`src/rtl/lsu_bus_master_if.sv`:
```
// Peripheral-bus side of the load/store unit: a single-outstanding req/ack
// handshake carrying a word address, byte enables and write/read data.
interface lsu_bus_master_if;
    logic        bus_req;
    logic        bus_we;
    logic [31:0] bus_addr;
    logic [3:0]  bus_be;
    logic [31:0] bus_wdata;
    logic        bus_ack;
    logic [31:0] bus_rdata;

    modport master (
        output bus_req, bus_we, bus_addr, bus_be, bus_wdata,
        input  bus_ack, bus_rdata
    );

    modport slave (
        input  bus_req, bus_we, bus_addr, bus_be, bus_wdata,
        output bus_ack, bus_rdata
    );
endinterface

```
`src/rtl/lsu_bus_master.sv`:
```
// Load/store unit: turns core MemRead/MemWrite accesses into word-aligned,
// byte-enabled bus transactions, stalls the core, and returns extended load data.
module lsu_bus_master #(
    parameter int unsigned TIMEOUT_CYCLES = 255
) (
    input  logic        clk,
    input  logic        rst_n,
    input  logic        mem_read_i,
    input  logic        mem_write_i,
    input  logic [1:0]  mem_size_i,
    input  logic        mem_sign_i,
    input  logic [31:0] addr_i,
    input  logic [31:0] wdata_i,
    output logic [31:0] rdata_o,
    output logic        stall_o,
    output logic        misaligned_o,
    output logic        bus_err_o,
    lsu_bus_master_if.master bus
);

    typedef enum logic [1:0] {
        ST_IDLE = 2'd0,
        ST_WAIT = 2'd1,
        ST_DONE = 2'd2
    } state_t;

    localparam logic [15:0] CNT_LAST = 16'(TIMEOUT_CYCLES - 1);

    state_t      state_q;
    logic [15:0] cnt_q;
    logic        req_q;
    logic        we_q;
    logic [31:0] addr_q;
    logic [3:0]  be_q;
    logic [31:0] wdata_q;
    logic [31:0] rdata_q;
    logic        err_q;
    logic [1:0]  size_q;
    logic        sign_q;
    logic [1:0]  off_q;

    logic        access;
    logic        is_half;
    logic        is_word;
    logic        mis;
    logic [3:0]  be_d;
    logic [31:0] wdata_d;
    logic [31:0] load_d;
    logic [7:0]  rd_byte [4];
    logic [7:0]  sel_byte;
    logic [15:0] sel_half;

    assign access  = mem_write_i | mem_read_i;
    assign is_half = (mem_size_i == 2'b01);
    assign is_word = mem_size_i[1];
    assign mis     = (is_half & addr_i[0]) | (is_word & (addr_i[1:0] != 2'b00));

    always_comb begin
        be_d    = 4'b1111;
        wdata_d = wdata_i;
        case (mem_size_i)
            2'b00: begin
                be_d    = 4'b0001 << addr_i[1:0];
                wdata_d = {4{wdata_i[7:0]}};
            end
            2'b01: begin
                be_d    = 4'b0011 << addr_i[1:0];
                wdata_d = {2{wdata_i[15:0]}};
            end
            default: begin
                be_d    = 4'b1111;
                wdata_d = wdata_i;
            end
        endcase
    end

    generate
        for (genvar gi = 0; gi < 4; gi++) begin : g_lane
            assign rd_byte[gi] = bus.bus_rdata[8*gi +: 8];
        end
    endgenerate

    // Lane selection uses the offset/size latched at request time, not the live core inputs.
    assign sel_byte = rd_byte[off_q];
    assign sel_half = off_q[1] ? {rd_byte[3], rd_byte[2]} : {rd_byte[1], rd_byte[0]};

    always_comb begin
        load_d = bus.bus_rdata;
        case (size_q)
            2'b00:   load_d = {{24{sign_q & sel_byte[7]}}, sel_byte};
            2'b01:   load_d = {{16{sign_q & sel_half[15]}}, sel_half};
            default: load_d = bus.bus_rdata;
        endcase
        if (we_q) begin
            load_d = 32'd0;
        end
    end

    always_ff @(posedge clk) begin
        if (!rst_n) begin
            state_q <= ST_IDLE;
            cnt_q   <= 16'd0;
            req_q   <= 1'b0;
            we_q    <= 1'b0;
            addr_q  <= 32'd0;
            be_q    <= 4'd0;
            wdata_q <= 32'd0;
            rdata_q <= 32'd0;
            err_q   <= 1'b0;
            size_q  <= 2'd0;
            sign_q  <= 1'b0;
            off_q   <= 2'd0;
        end else begin
            case (state_q)
                ST_IDLE: begin
                    if (access && !mis) begin
                        state_q <= ST_WAIT;
                        req_q   <= 1'b1;
                        we_q    <= mem_write_i;
                        addr_q  <= {addr_i[31:2], 2'b00};
                        be_q    <= be_d;
                        wdata_q <= wdata_d;
                        cnt_q   <= 16'd0;
                        size_q  <= mem_size_i;
                        sign_q  <= mem_sign_i;
                        off_q   <= addr_i[1:0];
                    end
                end
                ST_WAIT: begin
                    // An ack on the terminal-count cycle still wins over the timeout.
                    if (bus.bus_ack) begin
                        req_q   <= 1'b0;
                        rdata_q <= load_d;
                        err_q   <= 1'b0;
                        state_q <= ST_DONE;
                    end else if (cnt_q == CNT_LAST) begin
                        req_q   <= 1'b0;
                        rdata_q <= 32'd0;
                        err_q   <= 1'b1;
                        state_q <= ST_DONE;
                    end else begin
                        cnt_q <= cnt_q + 16'd1;
                    end
                end
                ST_DONE: begin
                    rdata_q <= 32'd0;
                    err_q   <= 1'b0;
                    state_q <= ST_IDLE;
                end
                default: begin
                    state_q <= ST_IDLE;
                end
            endcase
        end
    end

    assign stall_o      = rst_n & (((state_q == ST_IDLE) & access & ~mis) | (state_q == ST_WAIT));
    assign misaligned_o = rst_n & (state_q == ST_IDLE) & access & mis;
    assign rdata_o      = rdata_q;
    assign bus_err_o    = err_q;

    assign bus.bus_req   = req_q;
    assign bus.bus_we    = we_q;
    assign bus.bus_addr  = addr_q;
    assign bus.bus_be    = be_q;
    assign bus.bus_wdata = wdata_q;

endmodule

```
`src/flat_wrapper.sv`:
```
// flat-port wrapper written by rule: the top's interface ports become plain ports
module lsu_bus_master_flat 
#(
    parameter int unsigned TIMEOUT_CYCLES = 255
)
  (clk, rst_n, mem_read_i, mem_write_i, mem_size_i, mem_sign_i, addr_i, wdata_i, rdata_o, stall_o, misaligned_o, bus_err_o, bus_bus_req, bus_bus_we, bus_bus_addr, bus_bus_be, bus_bus_wdata, bus_bus_ack, bus_bus_rdata);
  lsu_bus_master_if bus_i ();
  input  logic clk;
  input  logic rst_n;
  input  logic mem_read_i;
  input  logic mem_write_i;
  input  logic [1:0] mem_size_i;
  input  logic mem_sign_i;
  input  logic [31:0] addr_i;
  input  logic [31:0] wdata_i;
  output logic [31:0] rdata_o;
  output logic stall_o;
  output logic misaligned_o;
  output logic bus_err_o;
  output wire logic [$bits(bus_i.bus_req)-1:0] bus_bus_req;
  output wire logic [$bits(bus_i.bus_we)-1:0] bus_bus_we;
  output wire logic [$bits(bus_i.bus_addr)-1:0] bus_bus_addr;
  output wire logic [$bits(bus_i.bus_be)-1:0] bus_bus_be;
  output wire logic [$bits(bus_i.bus_wdata)-1:0] bus_bus_wdata;
  input wire logic [$bits(bus_i.bus_ack)-1:0] bus_bus_ack;
  input wire logic [$bits(bus_i.bus_rdata)-1:0] bus_bus_rdata;
  assign bus_bus_req = bus_i.bus_req;
  assign bus_bus_we = bus_i.bus_we;
  assign bus_bus_addr = bus_i.bus_addr;
  assign bus_bus_be = bus_i.bus_be;
  assign bus_bus_wdata = bus_i.bus_wdata;
  assign bus_i.bus_ack = bus_bus_ack;
  assign bus_i.bus_rdata = bus_bus_rdata;
  lsu_bus_master #(.TIMEOUT_CYCLES(TIMEOUT_CYCLES)) u_core (.clk(clk), .rst_n(rst_n), .mem_read_i(mem_read_i), .mem_write_i(mem_write_i), .mem_size_i(mem_size_i), .mem_sign_i(mem_sign_i), .addr_i(addr_i), .wdata_i(wdata_i), .rdata_o(rdata_o), .stall_o(stall_o), .misaligned_o(misaligned_o), .bus_err_o(bus_err_o), .bus(bus_i));
endmodule
```
`config.mk`:
```
export PLATFORM = sky130hd
export DESIGN_NAME = lsu_bus_master_flat
export DESIGN_NICKNAME = d
export VERILOG_FILES = /design/src/rtl/lsu_bus_master_if.sv /design/src/rtl/lsu_bus_master.sv /design/src/flat_wrapper.sv
export SDC_FILE = /design/constraint.sdc
export NUM_CORES = 1
export LEC_CHECK = 0
export BUFFER_PORTS_ARGS = -buffer_cell sky130_fd_sc_hd__buf_2
export CORE_MARGIN = 2
export CORE_UTILIZATION = 50
export CTS_CLUSTER_SIZE = 25
export DETAILED_ROUTE_END_ITERATION = 8
export GPL_TIMING_DRIVEN = 0
export PLACE_DENSITY_LB_ADDON = 0.1
export SETUP_SLACK_MARGIN = 0.2
export SLEW_MARGIN = 25
export SYNTH_ARGS = -nofsm -noshare
export SYNTH_HDL_FRONTEND = slang
export SYNTH_SLANG_ARGS = --single-unit
```
`constraint.sdc`:
```
create_clock -name clk -period 3.2 [get_ports clk]
set_input_delay 0.32 -clock clk [delete_from_list [all_inputs] [get_ports clk]]
set_output_delay 0.32 -clock clk [all_outputs]
set_load 0.03 [all_outputs]
```
==> results.md, run 1 <==
* Status: finished clean
* Ordered cell list for the critical path: inv_1 > ha_1 > o21ai_0 > nor2_4 > clkbuf_1 > nor2_1 > nor2_1 > buf_2
* H-tree depth at 4
* Largest net degree at the start of global routing at 17
* Cts hold-fix bufs at 0
* Setup crit start kind: flip-flop
* FF-to-FF path depth at 6
* Drt drc at 0
* Slew Limit Fails at 0
* Grt ovf at 0
* Post-DR vias/cell at 5.637
* Worst path depth at 8
* VDD IR-drop max at 0.4791 mV
* Sequential share of power at 33.6%
* LEAKAGE at 3.203 nW
* Die area at 12,120 sq um
* Row cnt at 38
* Register area share after synthesis at 44.10%
* Core area at 10,940 sq um
* Data required time of the critical path at 2.88 ns
* Setup repair bufs after CTS at 0
* Share of the clock period used by the worst path at 86.85%
* Final worst path period need at 2.779 ns
* Hold-critical path depth at 3
* Cell Int Power at 3.538 mW
* Synth-to-Final Area Change at 32.45%
* CTS Sinks at 124
* Clock-pin slew on the worst setup and hold paths at 0.06 ns
* Top cells by area, synth: dfxtp_1 (44%), nand2_1 (12%), a21oi_1 (6.8%)
* Initial Util at 51.48%
* Final TNS setup at 0 ns
* Resize count post-CTS at 1
* Top-count cell post-synth: nand2_1
* Final WL at 17,710 um
* Number of synthesized flops with an enable pin at 0
* Antenna Cells at 0
* Final Util at 68.18%
* GRT Overall Usage at between 20% and 30%
* Unique masters post-synth at 58
* Layout cells sized above 1 at 27.04%
* Non-Filler Instances at 1,094
* Max Cap Viol at 0
* WS Path Type: flip-flop to primary output
* Min Hold Slack at 0.1237 ns
* Clk root buf: clkbuf_16
* Worst min path class: input pin to flip-flop
* Leading area contributor after synthesis: dfxtp_1
* Crit path largest cell delay at 0.42 ns
* Total Nets Final at between 1,000 and 1,500
* Hold Violations, Final at 0
* Antenna Nets Post-Route at 0
* Clock group share of total power at 36.1%
* Detailed placement HPWL at 13,020 um
* Async SR Flop Fraction at 0%
* Primary FF master, synth: dfxtp_1
* Total I/O pin count at 209
* Area of the mapped netlist at 5629 sq um
* CTS tree: yes
* DR pass1 iterations at 6
* CP max-delay cell: clkbuf_1
* Cts bufs inserted at 17
* Crit path max-delay family: buffers and inverters
* Most instantiated cells after synthesis: nand2_1 (180), dfxtp_1 (124), a21oi_1 (76), nor2_1 (49), clkbuf_1 (43)
* PwrDens at 741.5 nW/um^2
* Die X at 110.1 um
* Die Y at 110.1 um
* Post-Syn Instances at 715
* Synth warn at 0
* Worst Skew at 0.02079 ns
* IO buf count at 206
* Setup-failing EPs final at 0
* CP Data Arrival Time at between 2 and 2.5 ns
* Crit-path most repeated cell: nor2_1
* Maximum clock frequency at 359.8 MHz
* Area share of the largest cell type after synthesis at 44.10%
* Setup crit end kind: primary output
* Wire length per cell at around 16 um
* Routability cong. at 0.8693
* Initial antenna violation count at 0
* Clock Latency Late Sink at roughly 0.43 ns
* Combinational group share of total power at 30.3%
* Post-synthesis register bit count at 124
* P_sw at 1.990 mW
* Worst-Margin Slew at slightly below 0.7 ns
* Global-route wire length before repair at 27,470 um
* CP bufs+invs at 3
* Worst slew margin at 53.75%
* RSZ-0062 raised after global routing: false
* Crit Path Max Fanout at 10
* Syn_area_per_cell at 7.873 sq um
* Longest Clk Path Bufs at 2
* Iteration-0 DRC Markers at 399
* Vias at 6,167
* Switching share of power at between 30% and 40%
* Vias in the first global route at 5,882
* Placed insts at 1,062
-- metrics by stage --
| stage | power (mW) | worst slack (ns) | instance area (sq um) |
|---|---|---|---|
| floorplan | 3.013 | 1.030 | 5633 |
| global placement | 3.491 | 0.6508 | 6839 |
| detailed placement | 3.537 | 0.5632 | 6839 |
| CTS | 5.541 | 0.2998 | 7451 |
| global route | 5.784 | 0.2445 | 7456 |
| finish | 5.529 | 0.4207 | 7456 |
-- worst min-delay path, cell delays in order --
cell     delay [ns]
buf_2          0.09
nand2_1        0.04
a21oi_1        0.05
-- flip-flops by register name, indices dropped and copies added (netlist names) --
signal	count
u_core.bus.bus_wdata	32
u_core.rdata_o	32
u_core.bus.bus_addr	30
u_core.cnt_q	16
u_core.bus.bus_be	4
u_core.off_q	2
u_core.size_q	2
u_core.state_q	2
u_core.bus.bus_req	1
u_core.bus.bus_we	1
u_core.bus_err_o	1
u_core.sign_q	1
-- power by group through the flow --
stage,Combinational (mW),Sequential [mW],Clock (mW)
final,1.68,1.86,2.00
after CTS,1.67,1.85,2.02
after global routing,1.83,1.87,2.08
after detailed placement,1.65,1.88,0
after floorplan,0.796,2.22,0
after global placement,1.62,1.87,0
-- cell families after synthesis --
logic type | Yosys count | synth area share (%)
simple gates | 307 | 24.38
flops | 124 | 44.10
other cells | 1 | 0.06662
mux | 21 | 3.779
fa+ha+maj | 6 | 1.334
compound gates | 183 | 20.36
xor+xnor | 9 | 1.400
buf+inv | 64 | 4.578
-- layout by cell type (no fill, tap or decap), types with 7 or more instances in the layout --
cell type,synthesis,routed
a31o_2,7,7
clkbuf_1,43,47
a21oi_1,76,76
a22oi_1,8,8
o21ai_0,25,25
dfxtp_1,124,124
nand2_1,180,180
nor2_1,49,48
o221ai_1,7,7
a31oi_1,17,17
nor3b_1,7,7
buf_2,2,208
a211oi_1,11,11
inv_1,9,9
mux2i_1,19,19
nand3_1,22,22
nor2b_1,11,11
clkbuf_16,0,17
a311oi_1,10,10
xnor2_1,9,9
-- cell type report --
cell class / instances / area [sq um]
buffer: 54 / 220.2
multi-input combinational: 528 / 2900
timing repair buffer: 206 / 1031
fill: 982 / 3480
sequential: 124 / 2482
clock inverter: 11 / 168.9
clock buffer: 21 / 440.4
tap: 140 / 175.2
inverter: 10 / 37.54
-- worst paths after layout --
kind / startpoint / end / slack, ns
worst max-delay path: u_core.state_q[0]$_SDFFE_PN0P_ / stall_o / 0.42
worst min-delay path: addr_i[4] / u_core.bus.bus_addr[4]$_SDFFE_PN0P_ / 0.12
worst max register to register: u_core.off_q[1]$_SDFFE_PN0P_ / u_core.rdata_o[25]$_SDFFE_PN0P_ / 0.64
worst min register to register: u_core.bus.bus_addr[18]$_SDFFE_PN0P_ / u_core.bus.bus_addr[18]$_SDFFE_PN0P_ / 0.45
-- layer usage --
metal / share of wire [%] / GRT usage [%]
met2: 48 / 49.47
met4: 2.7 / 11.43
met3: 8.6 / 9.406
met1: 41 / 34.38
met5: 0 / 0
Note: power is estimated with default switching activity, not from simulation.
==> inputs of run 2 (changes only) <==
--- a/config.mk
+++ b/config.mk
@@ -7,7 +7,7 @@
 export LEC_CHECK = 0
 export BUFFER_PORTS_ARGS = -buffer_cell sky130_fd_sc_hd__buf_2
 export CORE_MARGIN = 2
-export CORE_UTILIZATION = 50
+export CORE_UTILIZATION = 53
 export CTS_CLUSTER_SIZE = 25
 export DETAILED_ROUTE_END_ITERATION = 8
 export GPL_TIMING_DRIVEN = 0
==> results.md, run 2 (synthesis results as in run 1) <==
* Final WL at 18,100 um (+2.2%)
* Post-DR vias/cell at 5.693 (+1.0%)
* Die X at 107.1 um (-2.8%)
* Data required time of the critical path at 2.88 ns (about the same)
* Layout cells sized above 1 at 27.62% (+0.57 points)
* WS Path Type: flip-flop to primary output
* Iteration-0 DRC Markers at 414 (+3.8%)
* Worst min path class: input pin to flip-flop
* Initial Util at 54.53% (+3.1 points)
* CTS tree: yes
* Die Y at 107.1 um (-2.8%)
* Antenna Cells at 0 (unchanged)
* Crit path largest cell delay at 0.33 ns (-0.09 ns)
* Slew Limit Fails at 0 (unchanged)
* Commonest non-fill, non-tap cell in the layout: buf_2
* Global-route wire length before repair at 28,480 um (+3.7%)
* CTS Sinks at 124 (unchanged)
* Setup-failing EPs final at 0 (unchanged)
* Die area at 11,460 sq um (-5.5%)
* Wire length per cell at 16.57 um (+2.4%)
* Highest-count cells in the layout ignoring fill and taps: buf_2 (208), nand2_1 (180), dfxtp_1 (124)
* Cts bufs inserted at 17 (unchanged)
* Total Power at 5.584 mW (+1.0%)
* Antenna Nets Post-Route at 0 (unchanged)
* CP Data Arrival Time at 2.38 ns (-0.08 ns)
* Total Nets Final at 1,053 (+0.19%)
* Final worst path period need at 2.697 ns (-0.08278 ns)
* Routability cong. at 0.9048 (+4.1%)
* Vias in the first global route at 5,952 (+1.2%)
* Drt drc at 0 (unchanged)
* Crit-path most repeated cell: nor2_1
* Worst slew margin at 49.85% (-3.9 points)
* Total I/O pin count at 209 (unchanged)
* Worst-Margin Slew at 0.7523 ns (+0.05847 ns)
* IO buf count at 206 (unchanged)
* Grt ovf at 0 (unchanged)
* FF-to-FF path depth at 6 (unchanged)
* Crit path max-delay family: buffers and inverters
* PwrDens at 746.7 nW/um^2 (+0.71%)
* Clock-pin slew on the worst setup and hold paths at 0.06 ns (about the same)
* Share of the clock period used by the worst path at 84.27% (-2.6 points)
* Setup crit start kind: flip-flop
* LEAKAGE at 3.232 nW (+0.91%)
* CP max-delay cell: dfxtp_1
* Longest Clk Path Bufs at 2 (unchanged)
* Row cnt at 37 (-2.6%)
* Hold-critical path depth at 3 (unchanged)
* CP bufs+invs at 3 (unchanged)
* Worst Skew at 0.006456 ns (-0.01434 ns)
* Setup crit end kind: primary output
* GRT Overall Usage at 31.43% (+2.2 points)
* Maximum clock frequency at 370.9 MHz (+3.1%)
* DR pass1 iterations at 5 (-1)
* Max Cap Viol at 0 (unchanged)
* Status: finished clean
* Largest net degree at the start of global routing at 17 (unchanged)
* Clk root buf: clkbuf_8
* Min Hold Slack at 0.01387 ns (-0.1098 ns)
* Hold Violations, Final at 0 (unchanged)
* H-tree depth at 4 (unchanged)
* Crit Path Max Fanout at 10 (unchanged)
* Core area at 10,320 sq um (-5.6%)
* Ordered cell list for the critical path: inv_1 > ha_1 > o21ai_0 > nor2_4 > clkbuf_2 > nor2_1 > nor2_1 > buf_2
* Final TNS setup at 0 ns (unchanged)
* VDD IR-drop max at 0.5765 mV (+20%)
* Initial antenna violation count at 0 (unchanged)
* Worst path depth at 8 (unchanged)
* Synth-to-Final Area Change at 32.85%
* Detailed placement HPWL at 13,010 um (about the same)
* Clock Latency Late Sink at 0.54 ns (+0.11 ns)
* RSZ-0062 raised after global routing: false
* Vias at 6,217 (+0.81%)
## run 2: cell count changes in the layout (fill, tap and decap cells not counted), sizes merged
cell | previous run | this run
clkinvlp | 4 | 2
buf | 217 | 219
clkinv | 3 | 5
inv | 10 | 12
clkbuf | 64 | 62
## run 2: worst paths after layout
check	startpoint	end	slack (ns)
worst max-delay path	u_core.state_q[0]$_SDFFE_PN0P_	stall_o	0.50
worst min-delay path	addr_i[29]	u_core.bus.bus_addr[29]$_SDFFE_PN0P_	0.01
worst max register to register	u_core.off_q[1]$_SDFFE_PN0P_	u_core.rdata_o[23]$_SDFFE_PN0P_	0.71
worst min register to register	u_core.rdata_o[3]$_SDFFE_PN0P_	u_core.rdata_o[3]$_SDFFE_PN0P_	0.45
## run 2: final cells by class
| type | instances | area (sq um) |
|---|---|---|
| plain buffers | 54 | 221.5 |
| clock buffers | 19 | 431.7 |
| clock inverters | 13 | 188.9 |
| fillers | 831 | 2845 |
| inverters | 10 | 37.54 |
| multi-input cells | 528 | 2900 |
| flip-flops and latches | 124 | 2482 |
| well taps | 136 | 170.2 |
| repair buffers | 208 | 1046 |
## run 2: tightest hold or removal path, stage by stage
cell	delay (ns)
buf_2	0.09
nand2_1	0.04
a21oi_1	0.05
## run 2: through the flow
stage | utilization [%] | instances | setup slack (ns) | cell area [sq um]
floorplan | - | 716 | 1.030 | 5633
global placement | 66.20 | 1058 | 0.6283 | 6834
detailed placement | 66.20 | 1058 | 0.5604 | 6834
CTS | 72.25 | 1090 | 0.2506 | 7458
global route | 72.44 | 1092 | 0.3013 | 7478
finish | 72.44 | 1092 | 0.5035 | 7478
## run 2: timing repair
action / 4_1_cts / 5_1_grt
gates resized for setup: 2 / 1
pin swaps: 0 / 1
buffers inserted: 0 / 2
hold buffers: 0 / 0
hold endpoints to repair: 0 / 0
endpoints found under the setup margin: 1 / 1
## run 2: where the power goes
part | switching (mW) | leakage (nW) | internal, mW
Sequential | 0.113 | 1.01 | 1.74
Clock | 0.726 | 0.299 | 1.29
Combinational | 1.21 | 1.92 | 0.506
Total | 2.05 | 3.23 | 3.54
## run 2: layer usage
layer,track usage [%],share of wire [%],vias up
li1,-,-,2961
met1,36.52,38,2879
met2,52.85,49,325
met3,11.12,10,52
met4,12.24,2.6,0
met5,0,0,-
==> inputs of run 3 (changes only) <==
--- a/config.mk
+++ b/config.mk
@@ -7,7 +7,7 @@
 export LEC_CHECK = 0
 export BUFFER_PORTS_ARGS = -buffer_cell sky130_fd_sc_hd__buf_2
 export CORE_MARGIN = 2
-export CORE_UTILIZATION = 53
+export CORE_UTILIZATION = 45
 export CTS_CLUSTER_SIZE = 25
 export DETAILED_ROUTE_END_ITERATION = 8
 export GPL_TIMING_DRIVEN = 0
==> constraint.sdc (replaced) <==
create_clock -name clk -period 2.3 [get_ports clk]
set_input_delay 0.23 -clock clk [delete_from_list [all_inputs] [get_ports clk]]
set_output_delay 0.23 -clock clk [all_outputs]
set_load 0.03 [all_outputs]
==> results.md, run 3 (synthesis results as in run 1) <==
* Fin area at 7640 sq um (+2.2%)
* Maximum clock frequency at 498.9 MHz
* Grt ovf at 0 (unchanged)
* Initial antenna violation count at 0 (unchanged)
* Highest-count cells in the layout ignoring fill and taps: buf_2 (205), nand2_1 (178), dfxtp_1 (120)
* DR pass1 iterations at 5 (unchanged)
* Wire length per cell at 15.61 um (-5.8%)
* Initial Util at 46.48% (-8.0 points)
* Synth-to-Final Area Change at 35.72%
* Worst-Margin Slew at 0.6652 ns (-0.08705 ns)
* Layout fillers at 1,102 (+33%)
* CTS Sinks at 124 (unchanged)
* Worst min path class: input pin to flip-flop
* Crit-path most repeated cell: nor2_1
* Ordered cell list for the critical path: inv_2 > ha_4 > o21ai_2 > nor2_4 > buf_8 > nor2_1 > nor2_1 > buf_4
* Total Nets Final at 1,055 (+0.19%)
* Share of the clock period used by the worst path at 87.15%
* Cts bufs inserted at 17 (unchanged)
* Largest net degree at the start of global routing at 17 (unchanged)
* CTS tree: yes
* Routability cong. at 0.8462 (-6.5%)
* Antenna Cells at 0 (unchanged)
* Max Cap Viol at 0 (unchanged)
* Layout cells sized above 1 at 30.54% (+2.9 points)
* Global-route wire length before repair at 27,490 um (-3.5%)
* CP max-delay cell: dfxtp_1
* Vias in the first global route at 5,501 (-7.6%)
* CP Data Arrival Time at 1.77 ns (-0.61 ns)
* Total I/O pin count at 209 (unchanged)
* PwrDens at 1021 nW/um^2 (+37%)
* Hold Path Origin: addr_i[4]
* Iteration-0 DRC Markers at 365 (-12%)
* Crit path largest cell delay at 0.33 ns (about the same)
* VDD IR-drop max at 0.5800 mV (+0.61%)
* Die area at 13,420 sq um (+17%)
* Crit Reg-Reg Endpoint: u_core.cnt_q[8]$_SDFFE_PN0P_
* Drt drc at 0 (unchanged)
* Crit Path Max Fanout at 10 (unchanged)
* Longest Clk Path Bufs at 2 (unchanged)
* Final Util at 63.08% (-9.4 points)
* Hold Violations, Final at 0 (unchanged)
* Final worst path period need at 2.005 ns
* IO buf count at 206 (unchanged)
* Cts hold-fix bufs at 0 (unchanged)
* Worst slew margin at 55.65% (+5.8 points)
* Data required time of the critical path at 2.07 ns (-0.81 ns)
* Slew Limit Fails at 0 (unchanged)
* Detailed placement HPWL at 12,750 um (-2.0%)
* Setup-failing EPs final at 0 (unchanged)
* Setup crit end kind: primary output
* Worst Skew at 0.01054 ns (+0.004081 ns)
* RSZ-0062 raised after global routing: false
* LEAKAGE at 3.275 nW (+1.3%)
* Die X at 115.8 um (+8.2%)
* FF-to-FF path depth at 7 (+1)
* Row cnt at 40 (+8.1%)
* Reg-to-reg slack, setup at 0.30 ns (-0.41 ns)
* Vias at 5,894 (-5.2%)
* Clock Latency Late Sink at 0.42 ns (-0.12 ns)
* Hold-critical path depth at 3 (unchanged)
* GRT Overall Usage at 26.19% (-5.2 points)
* WS Path Type: flip-flop to primary output
* Final WL at 17,550 um (-3.0%)
* Antenna Nets Post-Route at 0 (unchanged)
* Core area at 12,110 sq um (+17%)
* Setup crit start kind: flip-flop
* Final TNS setup at 0 ns (unchanged)
* Min Hold Slack at 0.03986 ns (+0.02599 ns)
* Clk root buf: clkbuf_16
* Hold path endpoint: u_core.bus.bus_addr[4]$_SDFFE_PN0P_
* Post-DR vias/cell at 5.244 (-7.9%)
* Clock-pin slew on the worst setup and hold paths at 0.06 ns (about the same)
* Post-placement cell area at 6874 sq um (+0.59%)
* Die Y at 115.8 um (+8.2%)
* H-tree depth at 4 (unchanged)
* Commonest non-fill, non-tap cell in the layout: buf_2
* Worst R2R Start: u_core.state_q[0]$_SDFFE_PN0P_
* Status: finished clean
==> run 3: stage by stage <==
| step | power, mW | cells | worst slack, ns |
|---|---|---|---|
| after floorplan | 4.191 | 716 | 0.2196 |
| after global placement | 4.916 | 1090 | -0.3261 |
| after detailed placement | 4.924 | 1090 | -0.3290 |
| after CTS | 7.767 | 1124 | 0.1986 |
| after global routing | 8.186 | 1124 | 0.1981 |
| final | 7.803 | 1124 | 0.2955 |
==> run 3: layout make-up <==
cell class              instances  area (sq um)  share of cell area [%]
well taps                     168         210.2                   2.751
clock buffers                  20         456.7                   5.978
clock inverters                10         140.1                   1.834
inverters                      10         37.54                  0.4913
plain buffers                  54         254.0                   3.325
repair buffers                210          1067                   13.97
multi-input cells             528          2987                   39.09
flip-flops and latches        124          2487                   32.56
==> run 3: metal layers <==
layer | vias up | wire length (um) | GRT usage, %
met3 | 20 | 1327 | 8.630
met2 | 210 | 8190 | 40.86
met1 | 2700 | 7798 | 34.54
li1 | 2964 | - | -
met4 | 0 | 233 | 8.254
met5 | - | 0 | 0
==> run 3: timing repair <==
action | CTS | global route
pin swaps | 3 | 1
gates cloned | 0 | 0
endpoints found under the setup margin | 120 | 58
resized for setup | 29 | 22
buffers inserted | 4 | 0
==> run 3: how the worst max path moves through the flow <==
stage / start / slack [ns] / end / cells after the start
3_3_place_gp: u_core.state_q[0]$_SDFFE_PN0P_ / -0.33 / stall_o / 8
3_5_place_dp: u_core.state_q[0]$_SDFFE_PN0P_ / -0.33 / stall_o / 8
6_report: u_core.state_q[0]$_SDFFE_PN0P_ / 0.30 / stall_o / 8
4_1_cts: u_core.cnt_q[0]$_SDFFE_PN0P_ / 0.20 / u_core.cnt_q[7]$_SDFFE_PN0P_ / 8
2_1_floorplan: u_core.state_q[0]$_SDFFE_PN0P_ / 0.22 / stall_o / 7
5_1_grt: u_core.state_q[0]$_SDFFE_PN0P_ / 0.20 / u_core.cnt_q[8]$_SDFFE_PN0P_ / 7
==> run 3: critical path, delay by kind of cell (launching register included) <==
kind	cells	cell delay [ns]
and+or+nand+nor	3	0.33
adders and majority gates	1	0.17
AOI/OAI and AO/OA	1	0.09
buffers and inverters	3	0.44
DFF	1	0.33
==> run 3: power by group <==
| group | switching (mW) | leakage, nW | internal (mW) |
|---|---|---|---|
| clock | 0.980 | 0.284 | 1.75 |
| sequential | 0.146 | 1.01 | 2.43 |
| combinational | 1.70 | 1.98 | 0.806 |
